File: src/rtl/instruction_fetch.sv
// Fetch stage: turns a program counter into one word-aligned memory read and hands
// {pc, instruction, fault} to decode; a flush abandons whatever fetch is in flight.
module instruction_fetch #(
   parameter int ADDR_WIDTH  = 32,
   parameter int DATA_WIDTH  = 32,
   parameter int COUNT_WIDTH = 32
) (
   input  logic                   clk,
   input  logic                   rst_n,
   input  logic [ADDR_WIDTH-1:0]  pc,
   input  logic                   pc_valid,
   input  logic                   flush,
   output logic                   mem_req_valid,
   input  logic                   mem_req_ready,
   output logic [ADDR_WIDTH-1:0]  mem_req_addr,
   input  logic                   mem_rsp_valid,
   input  logic [DATA_WIDTH-1:0]  mem_rsp_data,
   input  logic                   mem_rsp_error,
   output logic                   instr_valid,
   input  logic                   instr_ready,
   output logic [ADDR_WIDTH-1:0]  instr_pc,
   output logic [DATA_WIDTH-1:0]  instr_data,
   output logic [1:0]             instr_fault,
   output logic [COUNT_WIDTH-1:0] fetch_count
);

   localparam logic [2:0] ST_IDLE  = 3'd0;
   localparam logic [2:0] ST_REQ   = 3'd1;
   localparam logic [2:0] ST_WAIT  = 3'd2;
   localparam logic [2:0] ST_DRAIN = 3'd3;
   localparam logic [2:0] ST_OUT   = 3'd4;

   localparam logic [1:0] FAULT_NONE     = 2'd0;
   localparam logic [1:0] FAULT_MISALIGN = 2'd1;
   localparam logic [1:0] FAULT_BUS      = 2'd2;

   // A bus error never forwards the (meaningless) read data to decode.
   function automatic logic [DATA_WIDTH-1:0] rsp_data_sel(input logic                  err,
                                                          input logic [DATA_WIDTH-1:0] data);
      return err ? '0 : data;
   endfunction

   function automatic logic [1:0] rsp_fault_sel(input logic err);
      return err ? FAULT_BUS : FAULT_NONE;
   endfunction

   logic [2:0]             state_q,         state_d;
   logic                   drop_q,          drop_d;
   logic                   mem_req_valid_q, mem_req_valid_d;
   logic [ADDR_WIDTH-1:0]  mem_req_addr_q,  mem_req_addr_d;
   logic                   instr_valid_q,   instr_valid_d;
   logic [ADDR_WIDTH-1:0]  instr_pc_q,      instr_pc_d;
   logic [DATA_WIDTH-1:0]  instr_data_q,    instr_data_d;
   logic [1:0]             instr_fault_q,   instr_fault_d;
   logic [COUNT_WIDTH-1:0] fetch_count_q,   fetch_count_d;

   always_comb begin
      state_d        = state_q;
      drop_d         = drop_q;
      mem_req_addr_d = mem_req_addr_q;
      instr_pc_d     = instr_pc_q;
      instr_data_d   = instr_data_q;
      instr_fault_d  = instr_fault_q;
      fetch_count_d  = fetch_count_q;

      case (state_q)
         ST_IDLE: begin
            drop_d = 1'b0;
            if (pc_valid && !flush) begin
               instr_pc_d = pc;
               if (pc[1:0] != 2'b00) begin
                  instr_data_d  = '0;
                  instr_fault_d = FAULT_MISALIGN;
                  state_d       = ST_OUT;
               end else begin
                  mem_req_addr_d = pc;
                  state_d        = ST_REQ;
               end
            end
         end

         // The request is never withdrawn; a flush only marks its response for discard.
         ST_REQ: begin
            if (mem_req_ready) begin
               state_d = (flush || drop_q) ? ST_DRAIN : ST_WAIT;
               drop_d  = 1'b0;
            end else if (flush) begin
               drop_d = 1'b1;
            end
         end

         ST_WAIT: begin
            if (mem_rsp_valid) begin
               if (flush) begin
                  state_d = ST_IDLE;
               end else begin
                  instr_data_d  = rsp_data_sel(mem_rsp_error, mem_rsp_data);
                  instr_fault_d = rsp_fault_sel(mem_rsp_error);
                  state_d       = ST_OUT;
               end
            end else if (flush) begin
               state_d = ST_DRAIN;
            end
         end

         ST_DRAIN: begin
            if (mem_rsp_valid) begin
               state_d = ST_IDLE;
            end
         end

         // Flush takes priority over a same-cycle accept, so the instruction is not counted.
         ST_OUT: begin
            if (flush) begin
               state_d = ST_IDLE;
            end else if (instr_ready) begin
               fetch_count_d = fetch_count_q + COUNT_WIDTH'(1);
               state_d       = ST_IDLE;
            end
         end

         default: begin
            state_d = ST_IDLE;
            drop_d  = 1'b0;
         end
      endcase

      mem_req_valid_d = (state_d == ST_REQ);
      instr_valid_d   = (state_d == ST_OUT);
   end

   always_ff @(posedge clk or negedge rst_n) begin
      if (!rst_n) begin
         state_q         <= ST_IDLE;
         drop_q          <= 1'b0;
         mem_req_valid_q <= 1'b0;
         mem_req_addr_q  <= '0;
         instr_valid_q   <= 1'b0;
         instr_pc_q      <= '0;
         instr_data_q    <= '0;
         instr_fault_q   <= FAULT_NONE;
         fetch_count_q   <= '0;
      end else begin
         state_q         <= state_d;
         drop_q          <= drop_d;
         mem_req_valid_q <= mem_req_valid_d;
         mem_req_addr_q  <= mem_req_addr_d;
         instr_valid_q   <= instr_valid_d;
         instr_pc_q      <= instr_pc_d;
         instr_data_q    <= instr_data_d;
         instr_fault_q   <= instr_fault_d;
         fetch_count_q   <= fetch_count_d;
      end
   end

   assign mem_req_valid = mem_req_valid_q;
   assign mem_req_addr  = mem_req_addr_q;
   assign instr_valid   = instr_valid_q;
   assign instr_pc      = instr_pc_q;
   assign instr_data    = instr_data_q;
   assign instr_fault   = instr_fault_q;
   assign fetch_count   = fetch_count_q;

endmodule

File: config.mk
export PLATFORM = sky130hd
export DESIGN_NAME = instruction_fetch
export DESIGN_NICKNAME = d
export VERILOG_FILES = /design/src/rtl/instruction_fetch.sv
export SDC_FILE = /design/constraint.sdc
export NUM_CORES = 1
export LEC_CHECK = 0
export ABC_AREA = 1
export BUFFER_PORTS_ARGS = -buffer_cell sky130_fd_sc_hd__buf_4
export CAP_MARGIN = 20
export CELL_PAD_IN_SITES_DETAIL_PLACEMENT = 2
export CELL_PAD_IN_SITES_GLOBAL_PLACEMENT = 2
export CORE_MARGIN = 4
export CORE_UTILIZATION = 31
export CTS_CLUSTER_DIAMETER = 120
export DETAILED_ROUTE_END_ITERATION = 6
export GPL_ROUTABILITY_DRIVEN = 0
export HOLD_SLACK_MARGIN = 0.1
export PLACE_DENSITY_LB_ADDON = 0.1
export SLEW_MARGIN = 20
export SYNTH_ARGS = -nofsm -noshare
export SYNTH_HDL_FRONTEND = slang
export SYNTH_SLANG_ARGS = --single-unit
File: constraint.sdc
create_clock -name clk -period 3.5 [get_ports clk]
set_clock_uncertainty 0.05 [all_clocks]
set_input_delay 0.35 -clock clk [delete_from_list [all_inputs] [get_ports clk]]
set_output_delay 0.35 -clock clk [all_outputs]
set_load 0.02 [all_outputs]
### Yosys cells after proc, flatten, opt, wreduce, memory -nomap -nowiden

Index checks and enable logic that the tools add are counted.

| operators by class | value |
|---|---|
| reduce and logical (&&, ||, !) cells | 12 |
| $add $sub $neg | 1 |
| bitwise gates (word level) | 3 |
| muxes and demuxes | 26 |
| eq/ne operators | 11 |

Operators by type and width:

| kind | count |
|---|---|
| 32-bit 2-to-1 mux | 5 |
| 32-bit case mux with 2 select lines | 1 |
| 32-bit by 1-bit adder with 32-bit output (second input constant) | 1 |
| 3-bit 2-to-1 mux | 9 |
| 3-bit case mux with 5 select lines | 1 |
| 2-bit 2-to-1 mux | 5 |
| 2-bit inequality test (second input constant) | 4 |
| 3-bit by 1-bit == test with 1-bit output (second input constant) | 2 |
| 3-bit by 2-bit == test with 1-bit output (second input constant) | 2 |
| 3-bit == test (second input constant) | 2 |
| 3-bit AND reduction | 2 |
| 5-bit AND reduction | 1 |
| 2-bit case mux with 2 select lines | 1 |
| 2-bit AND reduction | 2 |
| 2-bit nonzero test | 2 |
| 3-bit logical NOT | 1 |
| 1-bit 2-to-1 mux | 3 |
| 3-bit inequality test (second input constant) | 1 |
| 1-bit inverter | 3 |
| 3-bit OR reduction | 1 |
| 1-bit case mux with 2 select lines | 1 |
| 1-bit logical AND | 1 |
| 1-bit logical NOT | 1 |
| 1-bit logical OR | 1 |

| word-level totals | value |
|---|---|
| flip-flop bits (word level) | 136 |
| input bits | 72 |

### Depth between registers and ports, before layout

| logic depth | value |
|---|---|
| word-level depth | 5 |
| depth in mapped cells | 10 |
| gate-level depth less buffers | 10 |

### Least setup slack after synthesis

Ideal clock, no wire load.

| timing | value |
|---|---|
| path type | reg-to-reg |
| start point | register fetch_count_q[1], in the netlist fetch_count[1] |
| end point | register fetch_count_q[24], in the netlist fetch_count[24] |
| cell stages (with the launch flop) | 11 |
| required time | 3.333 ns |
| setup time | 0.117 ns |
| data arrival time | 1.426 ns |
| period minus slack after synthesis | 1.593 ns |
| slack | 1.907 ns |
| cells stage by stage | dfrtp_1 -> ha_1 -> inv_1 -> nor2_1 -> nand2_1 -> nor2_2 -> nand2_2 -> nor2_2 -> nand2_1 -> nand2_1 -> nand2_1 |

| between the ends | value |
|---|---|
| word-level cells in the longest chain between the ends | 1 |

Ends and longest elaborated chain:

| what | line | RTL |
|---|---|---|
| start: declaration | 55 | `logic [COUNT_WIDTH-1:0] fetch_count_q, fetch_count_d;` |
| start signal: assignment | 152 | `fetch_count_q <= fetch_count_d;` |
| 32-bit by 1-bit adder with 32-bit output | 117 | `fetch_count_d = fetch_count_q + COUNT_WIDTH'(1);` |

No other way between the ends.
A chain may end at the register's enable or synchronous reset.

### Worst setup path after layout

| timing | value |
|---|---|
| start point | register state_q[2] |
| end point | register instr_data_q[25], in the netlist instr_data[25] |

| between the ends | value |
|---|---|
| word-level cells in the longest chain between the ends | 3 |

Ends and longest elaborated chain:

| what | line | RTL |
|---|---|---|
| start: declaration | 47 | `logic [2:0] state_q, state_d;` |
| start signal: assignment | 144 | `state_q <= state_d;` |
| 3-bit by 2-bit == test with 1-bit output or 3-bit logical NOT (tied branches) | 66 | `case (state_q)` |
| 2-bit inequality test (no line) or 2-bit nonzero test (tied branches) | - |  |
| 5-bit AND reduction (no line) | - |  |
| end signal: assignment | 150 | `instr_data_q <= instr_data_d;` |
| end: declaration | 53 | `logic [DATA_WIDTH-1:0] instr_data_q, instr_data_d;` |

Parallel ways exist; a longest one is shown, timed or not.

==> metrics.md <==
| Metric | Value |
|---|---|
| Hold Path Class | `in -> reg` |
| Post-Syn Instances | `659` |
| DRC Markers | `0` |
| Power Density | `871 nW/um2` |
| CORE AREA | `18200 um2` |
| Clock root buffer | `clkbuf_16` |
| Worst-path cell chain | `inv_2 -> nand2_1 -> nor2_2 -> nand3_2 -> nand2_4 -> nor2_1 -> a21oi_2` |
| Grt total ovfl | `0` |
| Vias/cell | `4.73` |
| CP Max Fanout | `64` |
| Total power | `7.17 mW` |
| Reg-to-Reg End | `instr_data[25]$_DFFE_PN0P_` |
| Reg2reg path depth | `7` |
| Max cap viols | `0` |
| Hold endpoint | `instr_data[20]$_DFFE_PN0P_` |
| Wirelength per Cell | `17.8 um` |
| Yosys reg bits | `136` |
| CTS Buf Count | `17` |
| Flop pwr share | `0.355` |
| Fin nets | `937` |
| Final hold violation count | `0` |
| Clk pwr share | `0.265` |
| Kind of end point of the critical path | `register` |
| Final setup vio count | `0` |
| Post-Synthesis Cell Area | `5840 um2` |
| Clk slew on worst S/H paths | `70 ps` |
| Fin util | `0.452` |
| Initial antenna violation count | `0` |
| Initial DRC Count | `104` |
| Routed via count | `5232` |
| Fin Setup TNS | `0 ps` |
| Least-Margin Pin Slew | `952 ps` |
| Lkg Pwr | `4.19 nW` |
| Syn Nets | `732` |
| Final period utilization | `0.577` |
| Max Root-Sink Buffers | `2` |
| Die footprint | `21100 um2` |
| Sequential element share of the synthesized area | `0.583` |
| Ant diodes | `0` |
| Total global-route track usage | `0.191` |
| Highest Clock Rate | `495 MHz` |
| Total Routed Length | `19700 um` |
| H-tree depth | `4` |
| Die Y | `145 um` |
| WP buf/inv | `1` |
| Net switching power figure | `2.79 mW` |
| Worst Setup Slack, final | `1480 ps` |
| Largest net degree at the start of global routing | `97` |
| Initial Util | `0.321` |
| Min-Delay Startpoint | `mem_rsp_data[20]` |
| Vias in the first global route | `6048` |
| Critical path class | `reg -> reg` |
| Largest delay contributor family on the critical path | `simple AND/OR/NAND/NOR gates` |
| Area grow syn2layout | `41.1%` |
| Later-pin clock latency in the skew report | `430 ps` |
| Reg2reg setup slack | `1480 ps` |
| Switching fraction of total power | `0.389` |
| Max stage delay cell, worst path | `nand2_4` |
| Period minus WS final | `2020 ps` |
| Post-Syn Area per Cell | `8.86 um2` |
| Critical Path RT | `3790 ps` |
| Post-DP HPWL | `14500 um` |
| RSZ-0062 raised after global routing | `no` |
| Status | `completed` |
| Peak VDD IR | `369 uV` |
| Combinational Power Share | `0.380` |
| Placement Setup Slack | `1460 ps` |
| Layout cells sized above 1 | `0.317` |
| Antenna Nets Post-Route | `0` |
| Clk sinks | `136` |
| Top Ports | `204` |
| Num rows | `49` |
| TritonCTS clock tree | `done` |
| Detailed Routing Iterations Pass 1 | `5` |
| IO Port Bufs | `203` |
| Slew headroom | `0.365` |
| Startpoint class of the critical path | `register` |
| RR Startpoint | `state_q[2]$_DFF_PN0_` |
| CP arrival | `2310 ps` |
| First-pass GRT wire length | `32600 um` |
| Hold Path Cell Cnt | `3` |
| Yosys warning count | `0` |
| Synth unique cells | `30` |
| P_int | `4.38 mW` |
| Fin. max-slew vios | `0` |
| Die width | `145 um` |
| CP peak stage delay | `570 ps` |
-- routing by layer --
metal | vias to the layer above | wire length (um) | part of all wire | global-route usage
met3 | 10 | 1360 | 0.069 | 0.0745
met4 | 0 | 172 | 0.0087 | 0.0470
met2 | 116 | 10400 | 0.53 | 0.342
met5 | - | 0 | 0 | 0
li1 | 2485 | - | - | -
met1 | 2621 | 7760 | 0.39 | 0.213
-- state kept, by name (all words and copies together) (netlist names) --
register and cells:
fetch_count 32, instr_data 32, instr_valid 1, state_q 3, mem_req_addr 32, instr_fault 2, mem_req_valid 1, drop_q 1
instr_pc 32
-- synth_stat cells --
master / instances / area [um2]
nand2_2: 5 / 31.3
nand3_1: 20 / 100
a21oi_1: 19 / 95.1
o21ai_1: 42 / 210
buf_1: 1 / 3.75
o21ai_0: 27 / 135
nand3_2: 2 / 20.0
o21bai_1: 1 / 7.51
nor2_4: 3 / 33.8
clkbuf_1: 7 / 26.3
buf_4: 5 / 37.5
nand3b_1: 1 / 7.51
xor2_1: 6 / 52.6
ha_1: 1 / 12.5
inv_1: 77 / 289
dfrtp_1: 136 / 3400
o311ai_0: 2 / 17.5
nor3_2: 1 / 10.0
nand2_1: 177 / 664
nand4_2: 1 / 12.5
buf_2: 9 / 45.0
nor2_1: 61 / 229
a21oi_2: 15 / 131
nor3_1: 9 / 45.0
nand2_4: 1 / 11.3
xnor2_1: 11 / 96.3
nand4_1: 7 / 43.8
inv_2: 5 / 18.8
a22o_1: 1 / 8.76
nor2_2: 6 / 37.5
-- worst min-delay path: cells and delay by family --
| kind | cells | cell delay [ps] |
|---|---|---|
| compound gates | 1 | 50 |
| buf+inv | 1 | 110 |
| simple gates | 1 | 60 |
-- worst max-delay path by stage --
stage	startpoint	end	slack (ps)	depth (start not counted)
after floorplan	fetch_count[1]$_DFFE_PN0P_	fetch_count[24]$_DFFE_PN0P_	1910	10
after global placement	state_q[2]$_DFF_PN0_	instr_data[23]$_DFFE_PN0P_	1450	5
after detailed placement	flush	mem_req_addr[25]$_DFFE_PN0P_	1460	6
after CTS	state_q[0]$_DFF_PN0_	mem_req_addr[25]$_DFFE_PN0P_	1440	5
after global routing	state_q[2]$_DFF_PN0_	instr_data[13]$_DFFE_PN0P_	1250	7
final	state_q[2]$_DFF_PN0_	instr_data[25]$_DFFE_PN0P_	1480	7
-- stage by stage --
stage	instance area [um2]	instances	hold slack [ps]
2_1_floorplan	5840	659	4.41
3_3_place_gp	7570	1071	415
3_5_place_dp	7590	1072	433
4_1_cts	8210	1105	110
5_1_grt	8230	1106	120
6_report	8230	1106	130
-- area by class of cell --
type	instances	area (um2)
inverter	82	308
multi-input combinational	419	2020
tap	229	287
sequential	136	3400
timing repair buffer	208	1600
clock buffer	17	425
clock inverter	15	190
fill	2016	9980
-- what timing repair did --
item / 4_1_cts / 5_1_grt
buffers inserted: 0 / 0
gates resized for setup: 0 / 0
endpoints found under the hold margin: 95 / 0
hold buffers: 1 / 0
-- logic make-up (layout without fill, tap and decap cells) --
family,after synthesis,in the layout,share of synthesized area
buffers and inverters,104,322,0.0720
AOI/OAI and AO/OA,107,107,0.104
and+or+nand+nor,294,294,0.214
DFF,136,136,0.583
adders and majority gates,1,1,0.00214
xor gates and xnor gates,17,17,0.0255
-- power by group through the flow --
stage	clock [mW]	combinational [mW]	sequential (mW)
after floorplan	0	0.770	3.19
after global placement	0	2.66	2.53
after detailed placement	0	2.77	2.57
after CTS	1.95	2.79	2.56
after global routing	2.02	2.98	2.63
final	1.90	2.73	2.54
-- cell usage in the layout, fill, tap and decap left out, types with 9 or more instances in the layout --
cell type,n
o21ai_1,42
nor3_1,9
dfrtp_1,136
a21oi_1,19
o21ai_0,27
nand2_1,177
a21oi_2,15
xnor2_1,11
nand3_1,20
inv_1,77
nor2_1,61
buf_4,203
clkbuf_16,17
Note: power is estimated with default switching activity, not from simulation.
